<file path="config.mk">
export PLATFORM = sky130hd
export DESIGN_NAME = uart_imem_loader
export DESIGN_NICKNAME = d
export VERILOG_FILES = /design/src/rtl/uart_imem_loader_pkg.sv /design/src/rtl/uart_imem_loader_rx.sv /design/src/rtl/uart_imem_loader.sv
export SDC_FILE = /design/constraint.sdc
export NUM_CORES = 1
export LEC_CHECK = 0
export CAP_MARGIN = 20
export CORE_MARGIN = 5
export CORE_UTILIZATION = 35
export CTS_CLUSTER_DIAMETER = 60
export DETAILED_ROUTE_END_ITERATION = 16
export PLACE_DENSITY = 0.65
export RECOVER_POWER = 50
export SLEW_MARGIN = 20
export SYNTH_ARGS = -nofsm -noshare
export SYNTH_HDL_FRONTEND = slang
export SYNTH_HIERARCHICAL = 1
export SYNTH_SLANG_ARGS = --single-unit
export TNS_END_PERCENT = 100
</file>
<file path="constraint.sdc">
create_clock -name clk -period 4.9 [get_ports clk]
set_input_delay 0.98 -clock clk [delete_from_list [all_inputs] [get_ports clk]]
set_output_delay 0.98 -clock clk [all_outputs]
set_load 0.03 [all_outputs]
</file>
<file path="src/rtl/uart_imem_loader_pkg.sv">
// Shared types and constants for the UART instruction-memory loader.
// Holds FSM encodings, the frame sync byte and the baud divisor helper.
package uart_imem_loader_pkg;

  localparam logic [7:0] SYNC_BYTE = 8'hA5;

  typedef enum logic [2:0] {
    ST_IDLE,
    ST_SYNC,
    ST_CNT,
    ST_DATA,
    ST_WRITE,
    ST_CSUM,
    ST_DONE,
    ST_ERR
  } ld_state_t;

  typedef enum logic [1:0] {
    RX_IDLE,
    RX_START,
    RX_DATA,
    RX_STOP
  } rx_state_t;

  function automatic int baud_div(input int clk_hz, input int baud);
    return clk_hz / baud;
  endfunction

endpackage

</file>
<file path="src/rtl/uart_imem_loader_rx.sv">
// 8N1 UART receiver: 2-flop synchroniser, mid-bit sampling, framing check.
// Emits a one-cycle o_valid with o_byte and o_ferr (stop bit sampled low).
module uart_imem_loader_rx
  import uart_imem_loader_pkg::*;
#(
  parameter int DIV = 868
) (
  input  logic       clk,
  input  logic       rst_n,
  input  logic       i_rxd,
  output logic       o_valid,
  output logic [7:0] o_byte,
  output logic       o_ferr
);

  localparam int CW = $clog2(DIV + 1);
  localparam logic [CW-1:0] C_FULL = CW'(DIV - 1);
  localparam logic [CW-1:0] C_HALF = CW'(DIV / 2 - 1);

  logic [1:0]    r_sync;
  logic          r_prev;
  rx_state_t     r_st, w_st;
  logic [CW-1:0] r_cnt, w_cnt;
  logic [2:0]    r_bit, w_bit;
  logic [7:0]    r_shift, w_shift;
  logic          r_valid, w_valid;
  logic          r_ferr, w_ferr;
  logic          w_rx;

  assign w_rx = r_sync[1];

  always_ff @(posedge clk or negedge rst_n) begin
    if (!rst_n) begin
      r_sync  <= 2'b11;
      r_prev  <= 1'b1;
      r_st    <= RX_IDLE;
      r_cnt   <= '0;
      r_bit   <= '0;
      r_shift <= '0;
      r_valid <= 1'b0;
      r_ferr  <= 1'b0;
    end else begin
      r_sync  <= {r_sync[0], i_rxd};
      r_prev  <= w_rx;
      r_st    <= w_st;
      r_cnt   <= w_cnt;
      r_bit   <= w_bit;
      r_shift <= w_shift;
      r_valid <= w_valid;
      r_ferr  <= w_ferr;
    end
  end

  // Start needs a high-to-low edge so a low stop bit cannot retrigger.
  always_comb begin
    w_st    = r_st;
    w_cnt   = r_cnt + CW'(1);
    w_bit   = r_bit;
    w_shift = r_shift;
    w_valid = 1'b0;
    w_ferr  = r_ferr;
    unique case (r_st)
      RX_IDLE: begin
        w_cnt = '0;
        if (r_prev && !w_rx) w_st = RX_START;
      end
      RX_START: begin
        if (r_cnt == C_HALF) begin
          w_cnt = '0;
          w_bit = '0;
          w_st  = w_rx ? RX_IDLE : RX_DATA;
        end
      end
      RX_DATA: begin
        if (r_cnt == C_FULL) begin
          w_cnt   = '0;
          w_shift = {w_rx, r_shift[7:1]};
          w_bit   = r_bit + 3'd1;
          if (r_bit == 3'd7) w_st = RX_STOP;
        end
      end
      RX_STOP: begin
        if (r_cnt == C_FULL) begin
          w_valid = 1'b1;
          w_ferr  = ~w_rx;
          w_st    = RX_IDLE;
        end
      end
      default: w_st = RX_IDLE;
    endcase
  end

  assign o_valid = r_valid;
  assign o_byte  = r_shift;
  assign o_ferr  = r_ferr;

endmodule

</file>
<file path="src/rtl/uart_imem_loader.sv">
// Serial program loader: parses A5/N/data/xor frames from UART into IMem.
// Holds the CPU in reset while a frame is being received.
module uart_imem_loader
  import uart_imem_loader_pkg::*;
#(
  parameter int CLK_HZ      = 100_000_000,
  parameter int BAUD        = 115200,
  parameter int ADDR_W      = 8,
  parameter int TIMEOUT_CYC = 2_000_000
) (
  input  logic              clk,
  input  logic              cpu_resetn,
  input  logic              load_en,
  input  logic              uart_rxd,
  output logic              im_we,
  output logic [ADDR_W-1:0] im_addr,
  output logic [31:0]       im_wdata,
  output logic              cpu_hold,
  output logic              load_done,
  output logic              load_err,
  output logic [ADDR_W:0]   word_cnt
);

  localparam int TW = $clog2(TIMEOUT_CYC + 1);
  localparam logic [TW-1:0] T_LAST = TW'(TIMEOUT_CYC - 1);

  logic [1:0]        r_rst;
  logic              w_rst_n;
  logic              w_rx_valid;
  logic [7:0]        w_rx_byte;
  logic              w_rx_ferr;
  logic              w_active;
  logic              w_sync_ok;

  ld_state_t         r_st, w_st;
  logic [ADDR_W-1:0] r_addr, w_addr;
  logic [ADDR_W:0]   r_wcnt, w_wcnt;
  logic [ADDR_W:0]   r_n, w_n;
  logic [31:0]       r_word, w_word;
  logic [1:0]        r_bidx, w_bidx;
  logic [7:0]        r_csum, w_csum;
  logic              r_done, w_done;
  logic              r_err, w_err;
  logic              r_hold, w_hold;
  logic              r_we, w_we;
  logic [TW-1:0]     r_tmo, w_tmo;

  // Reset asserts immediately, releases two clocks later.
  always_ff @(posedge clk or negedge cpu_resetn) begin
    if (!cpu_resetn) r_rst <= 2'b00;
    else             r_rst <= {r_rst[0], 1'b1};
  end
  assign w_rst_n = r_rst[1];

  uart_imem_loader_rx #(
    .DIV(baud_div(CLK_HZ, BAUD))
  ) u_rx (
    .clk    (clk),
    .rst_n  (w_rst_n),
    .i_rxd  (uart_rxd),
    .o_valid(w_rx_valid),
    .o_byte (w_rx_byte),
    .o_ferr (w_rx_ferr)
  );

  assign w_active  = r_st inside {ST_CNT, ST_DATA, ST_WRITE, ST_CSUM};
  assign w_sync_ok = w_rx_valid && !w_rx_ferr && (w_rx_byte == SYNC_BYTE);

  always_ff @(posedge clk or negedge w_rst_n) begin
    if (!w_rst_n) begin
      r_st   <= ST_IDLE;
      r_addr <= '0;
      r_wcnt <= '0;
      r_n    <= '0;
      r_word <= '0;
      r_bidx <= '0;
      r_csum <= '0;
      r_done <= 1'b0;
      r_err  <= 1'b0;
      r_hold <= 1'b0;
      r_we   <= 1'b0;
      r_tmo  <= '0;
    end else begin
      r_st   <= w_st;
      r_addr <= w_addr;
      r_wcnt <= w_wcnt;
      r_n    <= w_n;
      r_word <= w_word;
      r_bidx <= w_bidx;
      r_csum <= w_csum;
      r_done <= w_done;
      r_err  <= w_err;
      r_hold <= w_hold;
      r_we   <= w_we;
      r_tmo  <= w_tmo;
    end
  end

  always_comb begin
    w_st   = r_st;
    w_addr = r_addr;
    w_wcnt = r_wcnt;
    w_n    = r_n;
    w_word = r_word;
    w_bidx = r_bidx;
    w_csum = r_csum;
    w_done = r_done;
    w_err  = r_err;
    w_we   = 1'b0;
    w_tmo  = '0;
    unique case (r_st)
      ST_IDLE: if (load_en) w_st = ST_SYNC;
      ST_SYNC, ST_DONE, ST_ERR: begin
        if (w_sync_ok) begin
          w_st   = ST_CNT;
          w_done = 1'b0;
          w_err  = 1'b0;
          w_wcnt = '0;
          w_addr = '0;
        end
      end
      ST_CNT: begin
        if (w_rx_valid) begin
          w_n    = (w_rx_byte == 8'd0) ? (ADDR_W+1)'(256)
                                       : (ADDR_W+1)'(w_rx_byte);
          w_bidx = '0;
          w_csum = '0;
          w_st   = ST_DATA;
        end
      end
      ST_DATA: begin
        if (w_rx_valid) begin
          w_word = {r_word[23:0], w_rx_byte};
          w_csum = r_csum ^ w_rx_byte;
          w_bidx = r_bidx + 2'd1;
          if (r_bidx == 2'd3) begin
            w_st = ST_WRITE;
            w_we = 1'b1;
          end
        end
      end
      ST_WRITE: begin
        w_addr = r_addr + ADDR_W'(1);
        w_wcnt = r_wcnt + (ADDR_W+1)'(1);
        w_st   = (w_wcnt == r_n) ? ST_CSUM : ST_DATA;
      end
      ST_CSUM: begin
        if (w_rx_valid) begin
          if (w_rx_byte == r_csum) begin
            w_st   = ST_DONE;
            w_done = 1'b1;
          end else begin
            w_st  = ST_ERR;
            w_err = 1'b1;
          end
        end
      end
      default: w_st = ST_IDLE;
    endcase
    if (w_active) w_tmo = w_rx_valid ? '0 : r_tmo + TW'(1);
    if (w_active && ((w_rx_valid && w_rx_ferr) || r_tmo == T_LAST)) begin
      w_st   = ST_ERR;
      w_err  = 1'b1;
      w_done = 1'b0;
      w_we   = 1'b0;
    end
    if (r_st != ST_IDLE && !load_en) begin
      w_st = ST_IDLE;
      w_we = 1'b0;
      if (w_active) w_err = 1'b1;
    end
    w_hold = w_st inside {ST_SYNC, ST_CNT, ST_DATA, ST_WRITE, ST_CSUM};
  end

  assign im_we     = r_we;
  assign im_addr   = r_addr;
  assign im_wdata  = r_word;
  assign cpu_hold  = r_hold;
  assign load_done = r_done;
  assign load_err  = r_err;
  assign word_cnt  = r_wcnt;

endmodule
</file>
==> out/results.ini <==
[sta]
max_slew.worst_pin.slew_ps=1779
rsz0062_at_grt=no
relSlewSlack_pct=-18.63
finalCritPeriodShare_pct=54.64
fmax_mhz=373.5
final_hold_viol_count=0
fin_tns_setup_ps=0
skew_ps=5.360
slew_violations=45
finalSetupViolations=0
fin_crit_ps=2678

[synth]
synth_warnings=6
synth_edf_count=0
synth_cell_type_count=70
netlist.top_cell.by_area=dfrtp_1
syn-num-nets=558
synth.top_cell.area_share_pct=51.02
synth_ff_type=dfrtp_1
synth-seq-cells=126
syn_area_um2=6033
synth_area_leaders=dfrtp_1 51%, mux2_2 7.7%, nand3_1 2.8%
seq_area_frac_synth_pct=52.32
syn_avg_cell_area_um2=11.05
async_reset_ff_share_pct=100.0
synthCells=546

[power]
power_switching_uw=664.4
p_leak_nw=3.210
pwr-share-comb_pct=10.3
p_seq_share_pct=44.6
powerDensity_nw_per_um2=366.6
total_power_mw=2.673
internal_power_mw=2.009
p_sw_share_pct=24.85
vdd.ir_drop.worst_uv=223.2
pwr-share-clk_pct=45.1

[global_routing]
grt_pass1_vias=4508
grt_max_degree=45
grt_pass1_wl_um=22020
grt.total_usage_pct=13.62
grt_overflow_total=0
antenna_found_initial=0

[placement]
port_buffers=56
dpl.hpwl_um=8693
dp.cells=806
gp_congestion=0.8484

[clock_network]
cts_hold_buf=0
cts_sinks=126
worstSkewPairLatency_ps=410
htreeDepth=4
cts_root_buffer=clkbuf_16
post_cts_resized=0
ctsLongestPathBuffers=2
post_cts_buffers=0
tritoncts=built
numCtsBuffers=17
clk_pin_slew_ps=50

[cells_and_area]
fill_cells=1593
fin_cells=838
final_util_pct=42.61
syn_to_final_growth_pct=20.88
diodes=0
layout-drive-gt1-share_pct=14.19
final_nets=612

[detailed_routing]
drt_pass1_iterations=4
wl_met3_um=573
wirelength_um=12700
highest_layer=met4
via_per_inst=5.190
wl_met2_um=6140
wl_met1_um=5726
vias=4349
drtIter0Drc=299
wl_per_cell_um=15.15
drtAntennaViolNets=0
drc=0

[floorplanning]
die_area_um2=19960
design.core.area_um2=17120
start_util_pct=35.25
die_h_um=141.3
fp-row-count=48
pin_count=57
fp.dieW_um=141.3

[setup_path]
critPathMaxStageDelay_ps=750
worstSetupStartpointType=flip-flop
cp-end-kind=primary output
arrival_ps=1700
crit_chain=clkdlybuf4s50_1
crit_family=buffers and inverters
critical_path_required_ps=3920
crit_type=flip-flop to primary output
slowest_stage=clkdlybuf4s50_1
crit_path_max_fanout=11
crit_buf_inv=1

[outcome]
violations=capacitance limit, slew limit
outcome=finished with violations

[min_path]
min_path_type=flip-flop to flip-flop

[job]
cap_violations=1

==> per-stage QoR <==
step	hold slack (ps)	instance area [um^2]	setup slack [ps]
2_1_floorplan	331.2	6033	1135
3_3_place_gp	339.3	6779	2612
3_5_place_dp	337.1	6779	2461
4_1_cts	357.1	7350	2187
5_1_grt	363.6	7293	2152
6_report	356.3	7293	2222
==> area by class of cell <==
type                            instances  area [um^2]  share of cell area, %
Inverter                               10        37.54                 0.5147
Sequential cell                       126         3157                  43.28
Multi-Input combinational cell        386         2664                  36.52
Tap cell                              225        281.5                  3.860
Timing Repair Buffer                   59        583.1                  7.995
Clock buffer                           25        485.5                  6.656
Clock inverter                          7        85.08                  1.167
==> state kept, by name (all words and copies together) (netlist names), 2 cells and up, named ones only <==
register / count
im_addr: 8
im_wdata: 32
r_bidx: 2
r_csum: 8
r_n: 9
r_rst: 2
r_st: 3
r_tmo: 21
u_rx/o_byte: 8
u_rx/r_bit: 3
u_rx/r_cnt: 10
u_rx/r_sync: 2
word_cnt: 9
==> per-layer routing <==
layer | vias up | track usage (%)
met2 | 92 | 21.72
met5 | - | 0
met1 | 2158 | 17.48
met3 | 22 | 3.404
met4 | 0 | 6.272
li1 | 2077 | -
==> final timing paths <==
| kind | from | endpoint | slack, ps | cells past startpoint |
|---|---|---|---|---|
| max | word_cnt[3] | word_cnt[3] | 2220 | 1 |
| min | r_rst[0] | r_rst[1] | 360 | 0 |
| max reg2reg | r_st[1] | r_n[7] | 2480 | 4 |
| min reg2reg | r_rst[0] | r_rst[1] | 360 | 0 |
| max in group asynchronous | r_rst[1] | load_done | 2760 | 1 |
| min in group asynchronous | r_rst[1] | im_wdata[29] | 750 | 0 |
==> placed cells by master, fill, tap and decap left out, types with 4 or more instances in the layout <==
cell type,instances
nor2b_1,5
and3_1,9
nor3_1,5
mux2_2,41
xor2_1,14
dfrtp_1,123
nand2_1,37
ha_1,8
o41ai_1,4
nand2b_1,16
o21ai_0,29
clkinv_2,5
a21oi_1,17
nor2_1,45
clkbuf_16,17
nand4_1,16
nand3_1,34
clkbuf_1,5
xnor2_1,19
a22o_1,8
mux2_1,5
or3_1,5
inv_1,10
clkdlybuf4s50_1,54
==> cells by family after synthesis <==
| kind of cell | Yosys count | share of synthesized area [%] |
|---|---|---|
| and+or+nand+nor | 199 | 18.17 |
| DFF | 126 | 52.32 |
| AOI/OAI and AO/OA | 94 | 10.45 |
| muxes | 51 | 9.892 |
| buffers and inverters | 34 | 2.655 |
| xor gates and xnor gates | 33 | 4.791 |
| adders and majority gates | 8 | 1.659 |
| other | 1 | 0.06216 |
==> power groups by stage <==
stage	Combinational [mW]	Sequential [mW]	Clock, mW
6_report	0.276	1.19	1.21
5_1_grt	0.304	1.21	1.28
4_1_cts	0.282	1.20	1.24
3_5_place_dp	0.278	1.21	0
3_3_place_gp	0.271	1.21	0
2_1_floorplan	0.157	1.24	0
==> cells in the mapped netlist (all sizes together) (3+ instances only) <==
| library cell | n |
|---|---|
| nand3 | 34 |
| a21oi | 17 |
| o211ai | 3 |
| o41ai | 4 |
| a22o | 8 |
| mux2 | 48 |
| and2 | 4 |
| or3 | 5 |
| o21ai | 34 |
| o31ai | 3 |
| mux2i | 3 |
| nand2 | 37 |
| clkbuf | 16 |
| xor2 | 14 |
| xnor2 | 19 |
| nor4 | 4 |
| and3 | 10 |
| nand2b | 16 |
| o221ai | 3 |
| nand3b | 3 |
| and4 | 3 |
| nor2b | 5 |
| nor2 | 45 |
| dfrtp | 123 |
| inv | 10 |
| buf | 8 |
| nor3 | 5 |
| dfstp | 3 |
| nand4 | 16 |
| a31oi | 3 |
| ha | 8 |
(Power assumes the default switching activity.)
